<file path="config.mk">
export PLATFORM = sky130hd
export DESIGN_NAME = ascii_to_scancode_encoder
export DESIGN_NICKNAME = d
export VERILOG_FILES = /design/src/rtl/ascii_to_scancode_encoder.sv
export SDC_FILE = /design/constraint.sdc
export NUM_CORES = 1
export LEC_CHECK = 0
export BUFFER_PORTS_ARGS = -buffer_cell sky130_fd_sc_hd__buf_2
export CAP_MARGIN = 25
export CORE_MARGIN = 2
export CORE_UTILIZATION = 64
export CTS_BUF_LIST = sky130_fd_sc_hd__clkbuf_4 sky130_fd_sc_hd__clkbuf_8
export DETAILED_ROUTE_END_ITERATION = 10
export PLACE_DENSITY = 0.89
export SLEW_MARGIN = 0
export SYNTH_ARGS = -nofsm -noshare
export SYNTH_HDL_FRONTEND = slang
export SYNTH_SLANG_ARGS = --single-unit
</file>
<file path="constraint.sdc">
create_clock -name clk -period 3.5 [get_ports clk]
set_input_delay 0.175 -clock clk [delete_from_list [all_inputs] [get_ports clk]]
set_output_delay 0.175 -clock clk [all_outputs]
set_load 0.1 [all_outputs]
</file>
<file path="src/rtl/ascii_to_scancode_encoder.sv">
// ASCII to PS/2 Set 2 scancode encoder with a valid/ready byte stream output.
// Define ASCII_ENC_BREAK_EN to follow each make code with the F0h + code break sequence.
module ascii_to_scancode_encoder #(
  parameter int GAP_CYCLES = 0
) (
  input  logic       clk,
  input  logic       rst,
  input  logic [7:0] ascii_in,
  input  logic       ascii_valid,
  output logic       ascii_ready,
  output logic [7:0] code_out,
  output logic       code_valid,
  input  logic       code_ready,
  output logic       unknown
);

  typedef enum logic [2:0] {
    IDLE     = 3'd0,
    MAKE     = 3'd1,
    GAP      = 3'd2,
    BRK_PFX  = 3'd3,
    BRK_CODE = 3'd4
  } state_e;

  localparam logic [7:0] GAP_LD     = 8'(GAP_CYCLES);
  localparam logic [7:0] BRK_PREFIX = 8'hF0;

  // Returns {hit, make_code}; hit is 0 for characters without a key.
  function automatic logic [8:0] map_ascii(input logic [7:0] c);
    logic [8:0] r;
    case (c)
      8'h30:        r = {1'b1, 8'h45};
      8'h31:        r = {1'b1, 8'h16};
      8'h32:        r = {1'b1, 8'h1E};
      8'h33:        r = {1'b1, 8'h26};
      8'h34:        r = {1'b1, 8'h25};
      8'h35:        r = {1'b1, 8'h2E};
      8'h36:        r = {1'b1, 8'h36};
      8'h37:        r = {1'b1, 8'h3D};
      8'h38:        r = {1'b1, 8'h3E};
      8'h39:        r = {1'b1, 8'h46};
      8'h41, 8'h61: r = {1'b1, 8'h1C};
      8'h42, 8'h62: r = {1'b1, 8'h32};
      8'h43, 8'h63: r = {1'b1, 8'h21};
      8'h44, 8'h64: r = {1'b1, 8'h23};
      8'h45, 8'h65: r = {1'b1, 8'h24};
      8'h46, 8'h66: r = {1'b1, 8'h2B};
      8'h0D:        r = {1'b1, 8'h5A};
      default:      r = {1'b0, 8'h00};
    endcase
    return r;
  endfunction

  state_e     state_q;
  state_e     gap_next_q;
  logic [7:0] code_q;
  logic [7:0] out_q;
  logic       valid_q;
  logic       ready_q;
  logic       unknown_q;
  logic [7:0] gap_cnt_q;

  logic [8:0] map_s;
  logic       accept_s;
  logic       xfer_s;

  always_comb begin
    map_s    = map_ascii(ascii_in);
    accept_s = ascii_valid & ready_q;
    xfer_s   = valid_q & code_ready;
  end

  // Sequencer: outputs are registered alongside the state so they never glitch.
  always_ff @(posedge clk or posedge rst) begin
    if (rst) begin
      state_q    <= IDLE;
      gap_next_q <= BRK_PFX;
      code_q     <= 8'h00;
      out_q      <= 8'h00;
      valid_q    <= 1'b0;
      ready_q    <= 1'b1;
      unknown_q  <= 1'b0;
      gap_cnt_q  <= 8'h00;
    end else begin
      unknown_q <= 1'b0;
      case (state_q)
        IDLE: begin
          if (accept_s) begin
            if (map_s[8]) begin
              code_q  <= map_s[7:0];
              out_q   <= map_s[7:0];
              valid_q <= 1'b1;
              ready_q <= 1'b0;
              state_q <= MAKE;
            end else begin
              unknown_q <= 1'b1;
            end
          end
        end
        MAKE: begin
          if (xfer_s) begin
`ifdef ASCII_ENC_BREAK_EN
            if (GAP_LD == 8'd0) begin
              out_q   <= BRK_PREFIX;
              state_q <= BRK_PFX;
            end else begin
              valid_q    <= 1'b0;
              gap_cnt_q  <= GAP_LD;
              gap_next_q <= BRK_PFX;
              state_q    <= GAP;
            end
`else
            valid_q <= 1'b0;
            ready_q <= 1'b1;
            state_q <= IDLE;
`endif
          end
        end
        GAP: begin
          // The last gap cycle presents the pending byte directly, giving exactly GAP_LD idle cycles.
          if (gap_cnt_q <= 8'd1) begin
            gap_cnt_q <= 8'd0;
            valid_q   <= 1'b1;
            out_q     <= (gap_next_q == BRK_PFX) ? BRK_PREFIX : code_q;
            state_q   <= gap_next_q;
          end else begin
            gap_cnt_q <= gap_cnt_q - 8'd1;
          end
        end
        BRK_PFX: begin
          if (xfer_s) begin
            if (GAP_LD == 8'd0) begin
              out_q   <= code_q;
              state_q <= BRK_CODE;
            end else begin
              valid_q    <= 1'b0;
              gap_cnt_q  <= GAP_LD;
              gap_next_q <= BRK_CODE;
              state_q    <= GAP;
            end
          end
        end
        BRK_CODE: begin
          if (xfer_s) begin
            valid_q <= 1'b0;
            ready_q <= 1'b1;
            state_q <= IDLE;
          end
        end
        default: begin
          valid_q   <= 1'b0;
          ready_q   <= 1'b1;
          gap_cnt_q <= 8'h00;
          state_q   <= IDLE;
        end
      endcase
    end
  end

  assign ascii_ready = ready_q;
  assign code_out    = out_q;
  assign code_valid  = valid_q;
  assign unknown     = unknown_q;

endmodule
</file>
==> out/metrics.cfg, run 1 <==
[finish]
final_layout_size_suffix_gt1_share_pct = 25.0
fillers = 187
stdcell_area_sq_um = 2110
multiInputGateArea_sq_um = 1060
layout.nets = 237
seq_area_sq_um = 727
num_antenna_cells = 0
syn_to_final_growth_pct = 12.9

[setup_path]
regToRegEndpoint = code_out[0]$_DFFE_PP0P_
endpoint = code_out[0]$_DFFE_PP0P_
worstSetupStartpoint = gap_cnt_q[2]$_DFFE_PP0N_
cp-start-kind = flop
cp_data_arrival_time_ps = 2720
critPathKind = reg -> reg
r2r_start = gap_cnt_q[2]$_DFFE_PP0N_
rr_worst_depth = 5
path_max_fanout = 8
critPathRequiredTime_ps = 3710
r2r_setup_slack_ps = 1000
worstSetupEndpointType = flop

[synth]
netlist_instances = 205
yosys.area.top_type_share_pct = 37.5
muxShareOfSynthArea_pct = 8.84
synth_top_family_by_area = compound AO/OA/AOI/OAI gates
postSynthAreaPerCell_sq_um = 9.11
yosys.area_share.xor_xnor_pct = 0.938
synth-compound-area-share_pct = 24.1
synth_nets = 219
synth-adder-area-share_pct = 1.34
synth_top_cell_by_area = dfrtp_1
ys_seq_elements = 29
syn_area_sq_um = 1870
synth_ff_type = dfrtp_1
synth_edf_count = 0
yosysWarningCount = 0
synth_area_leaders = dfrtp_1 (38%), mux2_2 (7.2%), o21ai_0 (4.3%)
synthArstFlopShare_pct = 100
synth.distinct_cells = 53
seq_area_frac_synth_pct = 38.9
synthSimpleGateAreaFrac_pct = 21.5

[timing]
tns_ps = 0
fin_crit_ps = 2500
setup_viol = 0
worst-slew-pin-transition_ps = 964
fmax_mhz = 400
slew_viol_final = 0
finalHoldViolations = 0
skew_ps = 5.67
timing.final.crit_share_pct = 71.5
relSlewSlack_pct = 34.9
rsz0062_at_grt = no

[clocking]
clk_path_buf_depth = 2
numCtsBuffers = 5
postCtsHoldBufs = 1
numClockSinks = 29
clk_pin_slew_worst_paths_ps = 100
cts-root-buf = clkbuf_4
clkLatencyLatePin_ps = 330
cts_tree = yes
cts_max_level = 2
cts_resized = 0
cts_setup_buffers = 0

[route]
num_vias = 1727
drt_iter0_markers = 122
wl_per_cell_microns = 16.8
wl_mm = 4.28
viasPerCell = 6.77
dr.pass1.iters = 4
drc = 0
postRouteAntennaNets = 0

[grt]
grt_pass1_vias = 1635
grt_pass1_wl_mm = 7.45
overflow = 0
track_usage_pct = 29.3
antenna_found_initial = 0
grt_max_degree = 22

[place]
place_area_sq_um = 2000
routabilityCongestion = 0.935
port_buffers = 22
dpl.hpwl_mm = 3.00

[hold_path]
hold_class = in -> reg

[floorplan]
start_util_pct = 67.7
core_area_sq_um = 2760
fp-row-count = 19
io_pins = 23
die_x_microns = 58.0
die_h_microns = 58.0
die_area_sq_um = 3370

[outcome]
status = completed

[pwr]
p_leak_uw = 0.000988
p_per_area_nw_per_um2 = 349
vdd_drop_max_uv = 394

[job]
maxCapViolations = 0

==> cells in the final DEF (no fill, tap or decap), types with 4 or more instances in the layout <==
cell type / n
o21ai_0: 16
buf_2: 22
inv_1: 7
nand3_1: 9
nor3_1: 5
nor2b_1: 4
nor2_1: 17
a21oi_1: 8
a31oi_1: 5
mux2_2: 12
dfrtp_1: 28
clkbuf_4: 5
o31ai_1: 5
or3_1: 6
nand2_1: 12
==> report_power, final <==
part           internal [uW]  switching, uW
Sequential               335              0
Combinational           21.8           36.9
Clock                    221            121
==> area by class of cell <==
cell class              instances  area share, %
repair buffers                 25           7.35
multi-input cells             155           50.2
clock buffers                   5           1.78
clock inverters                 3           3.08
well taps                      31           1.84
flip-flops and latches         29           34.5
inverters                       7           1.25
==> flip-flops by register name (all words and copies together) (netlist names) <==
signal,count
ascii_ready,1
code_out,8
code_q,7
code_valid,1
gap_cnt_q,8
state_q,3
unknown,1
==> per-layer routing <==
layer  vias up  track usage, %  share of wire (%)
met2        83            45.0                 48
met3        15            7.59                7.0
met4         0            13.0                2.5
met5         -               0                  0
li1        802               -                  -
met1       827            39.4                 43
==> per-stage QoR <==
step                      worst slack, ps  cells  power (uW)  utilization [%]  hold WS, ps
final                                 998    255         735             76.5          192
after global routing                  896    255         761             76.5          213
after CTS                            1000    255         739             76.5          186
after detailed placement             1020    246         397             72.4          186
after global placement               1080    245         391             71.4          464
after floorplan                      1150    205         378                -          252
==> critical path: stages (launching register included) <==
cell       delay (ps)
dfrtp_1           420
or4_4             550
or3_1             480
a2111oi_4         390
o21ai_2           210
mux2_2            330
==> cells by family after synthesis <==
family                     after synthesis
xor gates and xnor gates                 2
buffers and inverters                   21
and+or+nand+nor                         73
muxes                                   15
adders and majority gates                2
AOI/OAI and AO/OA                       63
DFF                                     29
==> Yosys cell counts (3+ instances only) <==
cell type / instances
a21oi_1: 8
a31oi_1: 5
clkbuf_1: 12
dfrtp_1: 28
inv_1: 7
mux2_2: 12
mux2i_1: 3
nand2_1: 12
nand3_1: 9
nand4bb_1: 3
nor2_1: 17
nor2b_1: 4
nor3_1: 5
o21ai_0: 16
o31ai_1: 5
or3_1: 6
==> worst min path at each step <==
stage	start	to	depth (start not counted)
after CTS	code_ready	state_q[2]$_DFFE_PP0P_	3
after detailed placement	rst	gap_cnt_q[6]$_DFFE_PP0N_	2
after global placement	rst	code_out[2]$_DFFE_PP0P_	2
final	code_ready	state_q[2]$_DFFE_PP0P_	3
after global routing	code_ready	state_q[2]$_DFFE_PP0P_	3
after floorplan	rst	code_out[0]$_DFFE_PP0P_	1
Note: power is estimated with default switching activity, not from simulation.
==> inputs of run 2 (changes only) <==
CORE_UTILIZATION = 60   (was 64)
PLACE_DENSITY = 0.84   (was 0.89)
clock period = 2.33 ns   (was 3.5 ns; I/O delays follow)
==> run 2 against run 1 <==
The run now ends with negative setup slack left. Routed wire length increased by 1.2%. Worst setup slack lost 1000 ps. Non-clock buffer count increased by 11. Final area increased by 2.3%. Via count rose by 0.35%. First-iteration DRC count grew 93%. Cell count rose by 5.1%. Global-route usage shrank 3.5 points. Utilization down 4.6 points. Die area grew 6.2%. Sequential cell count is the same. Critical path type unchanged.
==> out/metrics.cfg, run 2 (synthesis results as in run 1) <==
[outcome]
status = finished, violations left
violations = negative setup slack

[clocking]
cts-root-buf = clkbuf_4
numCtsBuffers = 5  ; unchanged
clk_pin_slew_worst_paths_ps = 90  ; about the same
numClockSinks = 29  ; unchanged
cts_max_level = 2  ; unchanged
cts_tree = yes
clk_path_buf_depth = 2  ; unchanged
clkLatencyLatePin_ps = 340  ; about the same

[timing]
setup_viol = 1  ; +1
relSlewSlack_pct = 58.8  ; +24 points
worst-slew-pin-transition_ps = 602  ; -362 ps
postLayoutSetupSlackWorst_ps = -1.26  ; -1000 ps
hold_ws_ps = 131  ; -61.1 ps
rsz0062_at_grt = yes
fmax_mhz = 429  ; +7.3%
slew_viol_final = 0  ; unchanged
finalHoldViolations = 0  ; unchanged
timing.final.crit_share_pct = 100  ; +29 points
fin_crit_ps = 2330  ; -170 ps
skew_ps = 10.7  ; +5.05 ps

[place]
routabilityCongestion = 0.861  ; -7.9%
dpl.hpwl_mm = 3.19  ; +6.6%
pre_cts_ws_ps = 34.5  ; -984 ps
port_buffers = 22  ; unchanged
dp_cells = 258  ; +4.9%

[finish]
final_cell_mix = dfrtp_1 (28), buf_2 (22), nor2_1 (17)
post-route-util_pct = 71.9  ; -4.6 points
syn_to_final_growth_pct = 15.5
fillers = 231  ; +24%
layout.nets = 248  ; +4.6%
num_antenna_cells = 0  ; unchanged
fin_cells = 268  ; +5.1%
seq_area_sq_um = 727  ; unchanged
mostFrequentLayoutCell = dfrtp_1
multiInputGateArea_sq_um = 1080  ; +1.5%
final_layout_size_suffix_gt1_share_pct = 28.9  ; +3.9 points

[pwr]
p_total_uw = 937  ; +27%
power_frac_clock_pct = 37.1  ; -9.4 points
seq_power_share_pct = 53.7  ; +8.2 points
p_per_area_nw_per_um2 = 434  ; +25%
p_sw_uw = 227  ; +44%
internal_power_uw = 710  ; +23%
vdd_drop_max_uv = 328  ; -17%
p_leak_uw = 0.00103  ; +3.7%
power_switching_share_pct = 24.2  ; +2.8 points
power.share.combinational_pct = 9.3  ; +1.3 points

[setup_path]
cp_cell_sequence = or4_4 -> or3_4 -> a2111oi_4 -> o21ai_4 -> mux2_4
critPathKind = reg -> reg
critPathRequiredTime_ps = 2560  ; -1150 ps
cp-start-kind = flop
crit_path_max_incr_delay_ps = 550  ; about the same
crit_slowest_cell = or4_4
cp_data_arrival_time_ps = 2560  ; -160 ps
worstSetupEndpointType = flop
path_max_fanout = 8  ; unchanged

[hold_path]
hold_class = in -> reg

[route]
wl_per_cell_microns = 16.2  ; -3.7%
dr.pass1.iters = 4  ; unchanged
drt_iter0_markers = 236  ; +93%
wl_mm = 4.33  ; +1.2%
postRouteAntennaNets = 0  ; unchanged
viasPerCell = 6.47  ; -4.5%
num_vias = 1733  ; +0.35%
drc = 0  ; unchanged

[grt]
overflow = 0  ; unchanged
grt_pass1_wl_mm = 6.95  ; -6.8%
grt_pass1_vias = 1552  ; -5.1%
grt_max_degree = 30  ; +36%
antenna_found_initial = 0  ; unchanged
track_usage_pct = 25.8  ; -3.5 points

[floorplan]
io_pins = 23  ; unchanged
die_area_sq_um = 3580  ; +6.2%
fp-row-count = 20  ; +1
core_area_sq_um = 3000  ; +8.9%
die_x_microns = 59.8  ; +3.1%
start_util_pct = 62.2  ; -5.5 points
die_h_microns = 59.8  ; +3.1%

[job]
maxCapViolations = 0  ; unchanged

## run 2: worst paths after layout
check / startpoint / to / slack [ps] / depth (start not counted)
max: gap_cnt_q[3]$_DFFE_PP0N_ / code_out[5]$_DFFE_PP0P_ / -1 / 5
min: ascii_valid / ascii_ready$_DFFE_PP1P_ / 130 / 3
max reg2reg: gap_cnt_q[3]$_DFFE_PP0N_ / code_out[5]$_DFFE_PP0P_ / -1 / 5
min reg2reg: code_q[2]$_DFFE_PP0P_ / code_q[2]$_DFFE_PP0P_ / 510 / 1
max in group asynchronous: rst / ascii_ready$_DFFE_PP1P_ / 1640 / 4
min in group asynchronous: rst / code_out[6]$_DFFE_PP0P_ / 380 / 4
## run 2: stage by stage
step | area [sq um] | setup TNS, ps
6_report | 2160 | -1.26
5_1_grt | 2160 | -253
4_1_cts | 2140 | 0
3_5_place_dp | 2060 | 0
3_3_place_gp | 2060 | 0
2_1_floorplan | 1880 | 0
## run 2: worst max-delay path, delay by kind of cell (launching register included)
family             cells  cell delay [ps]
and+or+nand+nor        2              910
AOI/OAI and AO/OA      2              590
DFF                    1              400
muxes                  1              320
## run 2: per-layer routing
metal	track usage, %	up-vias	share of wire, %
met2	45.5	46	51
li1	-	822	-
met3	5.84	6	4.4
met5	0	-	0
met1	31.6	859	44
met4	6.98	0	1.1
## run 2: cell type report
type | count | area share [%]
multi-input combinational | 155 | 49.9
sequential | 29 | 33.7
timing repair buffer | 36 | 10.1
clock buffer | 7 | 3.01
tap | 33 | 1.91
inverter | 7 | 1.22
clock inverter | 1 | 0.232
## run 2: what timing repair did
item,CTS,global route
endpoints found under the setup margin,0,6
hold buffers,1,0
resized for setup,0,2
endpoints found under the hold margin,28,0
buffers inserted,0,1
## run 2: power by group through the flow
stage / logic (uW) / clock network [uW] / registers, uW
2_1_floorplan: 55.1 / 0 / 513
3_3_place_gp: 80.3 / 0 / 513
3_5_place_dp: 84.0 / 0 / 513
4_1_cts: 85.7 / 356 / 503
5_1_grt: 95.7 / 373 / 503
6_report: 86.8 / 347 / 503
==> inputs of run 3 (changes only) <==
CORE_ASPECT_RATIO = 0.5   (was not set)
CTS_CLUSTER_DIAMETER = 30   (was not set)
==> run 3 against run 2 <==
The flow now finishes without violations. Combinational power down 0.8%. Register-to-register slack improved by 30 ps. Largest power group unchanged. Critical path depth unchanged.
==> out/metrics.cfg, run 3 (synthesis results as in run 1) <==
[timing]
fin_crit_ps = 2300  ; -31.6 ps
setup_viol = 0  ; -1
rsz0062_at_grt = yes
relSlewSlack_pct = 58.9  ; +0.065 points
fmax_mhz = 435  ; +1.4%
timing.final.crit_share_pct = 98.7  ; -1.4 points
skew_ps = 3.86  ; -6.85 ps
worst-slew-pin-transition_ps = 616  ; +14.6 ps
finalHoldViolations = 0  ; unchanged
hold_ws_ps = 171  ; +40.0 ps
slew_viol_final = 0  ; unchanged

[hold_path]
min_from = code_ready
hold_class = in -> reg

[pwr]
vdd_drop_max_uv = 354  ; +7.9%
p_per_area_nw_per_um2 = 455  ; +4.8%
p_leak_uw = 0.00103  ; +0.59%

[grt]
track_usage_pct = 24.8  ; -0.99 points
grt_pass1_vias = 1598  ; +3.0%
grt_pass1_wl_mm = 7.02  ; +1.1%
grt_max_degree = 23  ; -23%
overflow = 0  ; unchanged
antenna_found_initial = 0  ; unchanged

[job]
maxCapViolations = 0  ; unchanged

[floorplan]
die_h_microns = 43.5  ; -27%
die_x_microns = 82.9  ; +39%
start_util_pct = 62.7  ; +0.52 points
die_area_sq_um = 3600  ; +0.77%
io_pins = 23  ; unchanged
fp-row-count = 14  ; -30%
core_area_sq_um = 2980  ; -0.83%

[finish]
fin_cells = 275  ; +2.6%
post-route-util_pct = 73.4  ; +1.5 points
multiInputGateArea_sq_um = 1080  ; +0.23%
syn_to_final_growth_pct = 17.0
num_antenna_cells = 0  ; unchanged
mostFrequentLayoutCell = dfrtp_1
final_layout_size_suffix_gt1_share_pct = 29.4  ; +0.43 points
final_cell_mix = dfrtp_1 (28), buf_2 (22), nor2_1 (17)
layout.nets = 248  ; unchanged
fillers = 201  ; -13%
seq_area_sq_um = 727  ; unchanged

[setup_path]
critPathRequiredTime_ps = 2500  ; -60 ps
cp-start-kind = flop
worstSetupEndpointType = flop
critPathKind = reg -> reg
worstSetupStartpoint = gap_cnt_q[2]$_DFFE_PP0N_
r2r_start = gap_cnt_q[2]$_DFFE_PP0N_
path_max_fanout = 7  ; -1
cp_data_arrival_time_ps = 2470  ; -90 ps

[route]
wl_per_cell_microns = 15.6  ; -3.3%
viasPerCell = 6.21  ; -4.0%
wl_mm = 4.30  ; -0.78%
num_vias = 1707  ; -1.5%
drt_iter0_markers = 80  ; -66%
dr.pass1.iters = 4  ; unchanged
drc = 0  ; unchanged
postRouteAntennaNets = 0  ; unchanged

[clocking]
clkLatencyLatePin_ps = 290  ; -50 ps
clk_path_buf_depth = 2  ; unchanged
clk_pin_slew_worst_paths_ps = 60  ; -30 ps
numClockSinks = 29  ; unchanged
cts-root-buf = clkbuf_8
numCtsBuffers = 5  ; unchanged
cts_tree = yes
cts_max_level = 2  ; unchanged

[outcome]
status = completed

[place]
dp_cells = 264  ; +2.3%
routabilityCongestion = 0.893  ; +3.7%
port_buffers = 22  ; unchanged
dpl.hpwl_mm = 2.99  ; -6.2%

run 3: changes by cell type in the layout (fill, tap and decap cells not counted), sizes merged:
cell,before,now
clkbuf,7,6
clkinv,1,2
run 3: repair_timing:
action                                 CTS  global route
hold buffers                             1             0
buffers inserted                         0             2
resized for setup                        0             3
setup endpoints to repair                0             6
endpoints found under the hold margin    7             0
run 3: power breakdown:
group / switching, uW / total, uW / internal [uW]
Clock: 187 / 404 / 218
Sequential: 0 / 504 / 504
Combinational: 53.5 / 86.1 / 32.6
Total: 240 / 994 / 754
run 3: metrics by stage:
stage               setup WS (ps)  area [sq um]  setup TNS [ps]  power, uW
finish                       30.3          2190               0        994
global route                -33.9          2190            -115       1030
CTS                          29.5          2160               0        999
detailed placement           48.8          2060               0        596
global placement             69.1          2060               0        594
floorplan                    24.0          1880               0        568
run 3: critical path: stages, from the launching register on:
cell	delay [ps]
dfrtp_1	380
or4_4	550
or3_4	360
a2111oi_4	400
o21ai_4	160
mux2_4	320
run 3: layout make-up:
| cell class | instances | share of cell area, % |
|---|---|---|
| Sequential cell | 29 | 33.3 |
| Multi-Input combinational cell | 155 | 49.3 |
| Clock buffer | 6 | 3.49 |
| Inverter | 7 | 1.20 |
| Timing Repair Buffer | 36 | 9.96 |
| Tap cell | 40 | 2.29 |
| Clock inverter | 2 | 0.458 |
run 3: metal layers:
| layer | wire, microns | global-route usage [%] | up-vias | part of all wire, % |
|---|---|---|---|---|
| li1 | - | - | 820 | - |
| met1 | 1850 | 30.2 | 835 | 43 |
| met2 | 2140 | 44.0 | 41 | 50 |
| met3 | 226 | 4.76 | 11 | 5.3 |
| met4 | 80 | 12.1 | 0 | 1.9 |
| met5 | 0 | 0 | - | 0 |
run 3: path summary, 6_finish.rpt:
path / end / slack (ps) / depth (start not counted)
max in group asynchronous: ascii_ready$_DFFE_PP1P_ / 1410 / 4
min in group asynchronous: gap_cnt_q[6]$_DFFE_PP0N_ / 300 / 3
setup reg to reg: code_out[3]$_DFFE_PP0P_ / 30 / 5
setup / recovery: code_out[3]$_DFFE_PP0P_ / 30 / 5
hold reg to reg: code_out[7]$_DFFE_PP0P_ / 500 / 1
hold / removal: state_q[2]$_DFFE_PP0P_ / 170 / 3
